<file path="config.mk">
export PLATFORM = sky130hd
export DESIGN_NAME = bit_serial_add_ctrl
export DESIGN_NICKNAME = d
export VERILOG_FILES = /design/src/rtl/bit_serial_add_ctrl.sv
export SDC_FILE = /design/constraint.sdc
export NUM_CORES = 1
export LEC_CHECK = 0
export CELL_PAD_IN_SITES_DETAIL_PLACEMENT = 0
export CELL_PAD_IN_SITES_GLOBAL_PLACEMENT = 1
export CORE_MARGIN = 3
export CORE_UTILIZATION = 42
export DETAILED_ROUTE_END_ITERATION = 10
export PLACE_DENSITY = 0.81
export SYNTH_ARGS = -nofsm -noshare
export SYNTH_HDL_FRONTEND = slang
export SYNTH_SLANG_ARGS = --single-unit
</file>
<file path="constraint.sdc">
create_clock -name clock -period 2 [get_ports clock]
set_clock_uncertainty 0.15 [all_clocks]
set_input_delay 0.3 -clock clock [delete_from_list [all_inputs] [get_ports clock]]
set_output_delay 0.3 -clock clock [all_outputs]
set_load 0.01 [all_outputs]
</file>
<file path="src/rtl/bit_serial_add_ctrl.sv">
// Bit-serial adder sequencer: operands go LSB-first through one full-adder slice with a registered carry.
// Optional SUB_MODE_EN adds a 'sub' port (A-B via inverted B and initial carry of 1).
module bit_serial_add_ctrl #(
    parameter int WIDTH = 8
) (
    input  logic             clock,
    input  logic             reset,
    input  logic             start,
    input  logic [WIDTH-1:0] a_in,
    input  logic [WIDTH-1:0] b_in,
`ifdef SUB_MODE_EN
    input  logic             sub,
`endif
    output logic             busy,
    output logic             done,
    output logic [WIDTH-1:0] sum_out,
    output logic             c_out
);

    localparam int CNT_W = $clog2(WIDTH + 1);
    localparam logic [CNT_W-1:0] LAST_BIT = CNT_W'(WIDTH - 1);

    typedef enum logic [1:0] {
        IDLE  = 2'd0,
        SHIFT = 2'd1,
        DONE  = 2'd2
    } state_t;

    state_t           state;
    logic [WIDTH-1:0] a_sh;
    logic [WIDTH-1:0] b_sh;
    logic [WIDTH-1:0] sum_sh;
    logic [CNT_W-1:0] cnt;
    logic             carry;
    logic             b_bit;
    logic             s_bit;
    logic             c_nxt;
`ifdef SUB_MODE_EN
    logic             sub_r;
`endif

    always_comb begin
        b_bit = b_sh[0];
`ifdef SUB_MODE_EN
        b_bit = b_sh[0] ^ sub_r;
`endif
        s_bit = a_sh[0] ^ b_bit ^ carry;
        c_nxt = (a_sh[0] & b_bit) | (a_sh[0] & carry) | (b_bit & carry);
    end

    always_ff @(posedge clock or negedge reset) begin
        if (!reset) begin
            state   <= IDLE;
            busy    <= 1'b0;
            done    <= 1'b0;
            sum_out <= '0;
            c_out   <= 1'b0;
            carry   <= 1'b0;
            cnt     <= '0;
            a_sh    <= '0;
            b_sh    <= '0;
            sum_sh  <= '0;
`ifdef SUB_MODE_EN
            sub_r   <= 1'b0;
`endif
        end else begin
            case (state)
                IDLE, DONE: begin
                    done <= 1'b0;
                    if (start) begin
                        a_sh  <= a_in;
                        b_sh  <= b_in;
                        cnt   <= '0;
                        busy  <= 1'b1;
                        state <= SHIFT;
`ifdef SUB_MODE_EN
                        sub_r <= sub;
                        carry <= sub;
`else
                        carry <= 1'b0;
`endif
                    end else begin
                        state <= IDLE;
                    end
                end
                SHIFT: begin
                    carry  <= c_nxt;
                    a_sh   <= a_sh >> 1;
                    b_sh   <= b_sh >> 1;
                    sum_sh <= {s_bit, sum_sh[WIDTH-1:1]};
                    cnt    <= cnt + CNT_W'(1);
                    // Last bit: publish the sum including the bit computed this cycle.
                    if (cnt == LAST_BIT) begin
                        sum_out <= {s_bit, sum_sh[WIDTH-1:1]};
                        c_out   <= c_nxt;
                        busy    <= 1'b0;
                        done    <= 1'b1;
                        state   <= DONE;
                    end
                end
                default: begin
                    busy  <= 1'b0;
                    done  <= 1'b0;
                    state <= IDLE;
                end
            endcase
        end
    end

endmodule

</file>
==> run_results.csv <==
group,metric,value,unit
sta,worstMarginPinSlew,0.488,ns
synth,async_reset_ff_frac,1.00,
place,placed_cell_area,2010,um2
clock_tree,cts_tree,"done",
final_layout,nets,169,
synth,synth.ff_latch_count,40,
setup_path,crit_path_start,"cnt[0]",
setup_path,timing_worst_setup_path_type,"register to register",
setup_path,timing.critical_path.required,2.01,ns
floorplan,die-area,4750,um2
clock_tree,number_of_buffers_added_by_the_clock_tree_synthesis_step,5,
grt,grt_max_degree,41,
synth,synth.yosys.seq_area_share,0.602,
clock_tree,path_clk_slew,0.07,ns
grt,grt_pass1_vias,1042,
synth,most_common_library_cells_after_synthesis,"sky130_fd_sc_hd__dfrtp_1, sky130_fd_sc_hd__a22o_1, sky130_fd_sc_hd__a21o_1",
place,gpl.final_weighted_congestion,0.680,
drt,drtIter0Drc,35,
sta,finalSetupViolations,0,
clock_tree,worst_skew_pair.late_latency,0.28,ns
final_layout,drive_above_1_share,0.135,
clock_tree,post_cts.resized_instances,0,
synth,synthesis.yosys.warnings,0,
synth,netlist_top_cells_area,"sky130_fd_sc_hd__dfrtp_1, sky130_fd_sc_hd__a22o_1, sky130_fd_sc_hd__a21o_1",
hold_path,timing.hold.worst.start,"cnt[3]",
setup_path,critical_path.reg2reg.endpoint,"sum_out[4]",
clock_tree,max-clock-path-buffers,2,
setup_path,timing.rr.start,"cnt[0]",
synth,yosysTopAreaCellShare,0.602,
sta,count_of_pins_over_their_slew_limit,0,
floorplan,start_util,0.445,
drt,vias,1052,
drt,drt_pass1_iterations,4,
drt,post_drt_via_cell_ratio,5.37,
drt,route.final.wire_length,2780,um
grt,grt_util_all_layers,0.134,
sta,period_share,0.868,
final_layout,layout.cell_area.non_filler,2100,um2
clock_tree,cts.sink_count,40,
setup_path,worstPathMaxFanout,10,
floorplan,fp.coreArea,3740,um2
drt,detail_route.wl_per_cell,14.2,um
floorplan,floorplan.die.width,68.9,um
synth,most_common_cell_in_the_netlist,"sky130_fd_sc_hd__dfrtp_1",
sta,totalNegativeSetupSlack,0,ns
synth,synth.avg_cell_area,14.6,um2
sta,unrepaired_setup_endpoints_after_global_routing,"no",
outcome,status,"finished, final reports clean",
final_layout,antenna_cells,0,
synth,synth_cell_type_count,22,
synth,synth_largest_area_cell,"sky130_fd_sc_hd__dfrtp_1",
clock_tree,clk_root_buffer_cell,"sky130_fd_sc_hd__clkbuf_8",
sta,report.final.hold_viol_count,0,
synth,synth_area,1660,um2
synth,syn_nets,135,
sta,relSlewSlack,0.675,
hold_path,hold_path.class,"register to register",
final_layout,areaGrowthSynthToFinish,26.2,%
power_and_ir_drop,p_per_area,1540,nW/um2
clock_tree,hold_buffers,1,
sta,fmaxAchievable,576,MHz
synth,count_of_flip_flops_with_a_built_in_enable_after_synthesis,0,
drt,drcViolationCount,0,
setup_path,ff2ff_path_depth,5,
synth,post_synth_inst_count,114,
setup_path,ff2ff_setup_slack,0.26,ns
synth,postSynth.topFlopCell,"sky130_fd_sc_hd__dfrtp_1",
setup_path,crit_arrival,1.75,ns
setup_path,timing.critical_path.to,"sum_out[4]",
clock_tree,h-tree-depth,2,
floorplan,die-height,68.9,um
power_and_ir_drop,power_leakage,1.02,nW
floorplan,boundaryPins,30,
power_and_ir_drop,worst_ir_drop_vdd,0.000727,V
clock_tree,cts_post_setup_buffers_inserted,0,
sta,period_needed,1.74,ns
flow_run,max-cap-violations,0,
place,port-buffer-count,29,
floorplan,placement_rows,22,
setup_path,timing.critical_path.to_type,"register",
grt,overflow,0,
setup_path,startpoint_type_of_the_worst_setup_path,"register",
drt,antenna_violating_nets_post_route,0,
grt,number_of_antenna_violations_at_the_first_check_in_global_routing,0,
grt,grt_pass1_wl,4650,um
-- sequential cells by signal, indices dropped and copies added, names as in the netlist --
| register | count |
|---|---|
| busy | 1 |
| c_out | 1 |
| state | 2 |
| a_sh | 8 |
| b_sh | 8 |
| sum_sh | 7 |
| sum_out | 8 |
| carry | 1 |
| cnt | 4 |
-- where the power goes --
part | internal, W | switching (W)
Combinational | 0.000795 | 0.000547
Sequential | 0.00118 | 0.000220
Clock | 0.000237 | 0.000249
-- logic make-up after synthesis --
| logic type | count (synthesis) | share of synthesized area |
|---|---|---|
| buf+inv | 7 | 0.0316 |
| xor+xnor | 1 | 0.00526 |
| simple gates | 11 | 0.0511 |
| flops | 40 | 0.602 |
| mux | 18 | 0.120 |
| compound gates | 35 | 0.171 |
| fa+ha+maj | 2 | 0.0195 |
-- final cells by class --
class | instances | area (um2)
Fill cell | 343 | 1640
Sequential cell | 40 | 1000
Multi-Input combinational cell | 67 | 611
Timing Repair Buffer | 34 | 350
Clock buffer | 6 | 72.6
Tap cell | 48 | 60.1
Clock inverter | 1 | 5.00
-- per-layer routing --
| layer | global-route usage | routed length (um) | up-vias |
|---|---|---|---|
| met5 | 0 | 0 | - |
| met4 | 0.0657 | 57 | 0 |
| met3 | 0.0438 | 132 | 7 |
| met2 | 0.198 | 1350 | 18 |
| met1 | 0.176 | 1240 | 539 |
| li1 | - | - | 488 |
-- worst min-delay path by stage --
| stage | slack [ns] | end | cells past startpoint |
|---|---|---|---|
| after floorplan | -0.15 | a_sh[0] | 0 |
| after global placement | 0.23 | sum_out[5] | 2 |
| after detailed placement | 0.24 | sum_sh[7] | 2 |
| after CTS | 0.34 | cnt[3] | 1 |
| after global routing | 0.35 | b_sh[6] | 1 |
| final | 0.33 | cnt[3] | 1 |
-- critical path, stage by stage (launching register included) --
cell and delay (ns):
sky130_fd_sc_hd__dfrtp_1 0.39, sky130_fd_sc_hd__ha_1 0.19, sky130_fd_sc_hd__nand3b_1 0.13, sky130_fd_sc_hd__nor3b_1 0.20, sky130_fd_sc_hd__buf_4 0.21, sky130_fd_sc_hd__mux2_1 0.34
-- layout by cell type, fill, tap and decap left out --
cell,count
sky130_fd_sc_hd__buf_2,1
sky130_fd_sc_hd__nand4_1,1
sky130_fd_sc_hd__fa_1,1
sky130_fd_sc_hd__clkdlybuf4s50_1,28
sky130_fd_sc_hd__xnor2_1,1
sky130_fd_sc_hd__nor2b_2,1
sky130_fd_sc_hd__and2b_1,1
sky130_fd_sc_hd__mux2i_1,2
sky130_fd_sc_hd__clkbuf_1,1
sky130_fd_sc_hd__mux2_1,9
sky130_fd_sc_hd__nor3b_1,1
sky130_fd_sc_hd__clkbuf_8,5
sky130_fd_sc_hd__nand3b_1,2
sky130_fd_sc_hd__mux2_2,7
sky130_fd_sc_hd__o21ai_0,1
sky130_fd_sc_hd__dlygate4sd3_1,1
sky130_fd_sc_hd__nor2_8,1
sky130_fd_sc_hd__nor2b_1,1
sky130_fd_sc_hd__dfrtp_1,40
sky130_fd_sc_hd__clkinv_2,1
sky130_fd_sc_hd__a22o_1,19
sky130_fd_sc_hd__buf_12,2
sky130_fd_sc_hd__a21o_1,15
sky130_fd_sc_hd__buf_4,2
sky130_fd_sc_hd__ha_1,1
sky130_fd_sc_hd__nor2_1,2
sky130_fd_sc_hd__nand2b_1,1
-- metrics by stage --
stage           util  instances  worst slack (ns)  total power [W]  hold WS, ns
4_1_cts        0.561        196             0.242          0.00329        0.337
5_1_grt        0.561        196             0.151          0.00347        0.351
3_5_place_dp   0.537        188             0.257          0.00278        0.236
2_1_floorplan      -        114             0.399          0.00233       -0.146
3_3_place_gp   0.537        188             0.307          0.00272        0.232
6_report       0.561        196             0.263          0.00323        0.333
Note: power is estimated with default switching activity, not from simulation.
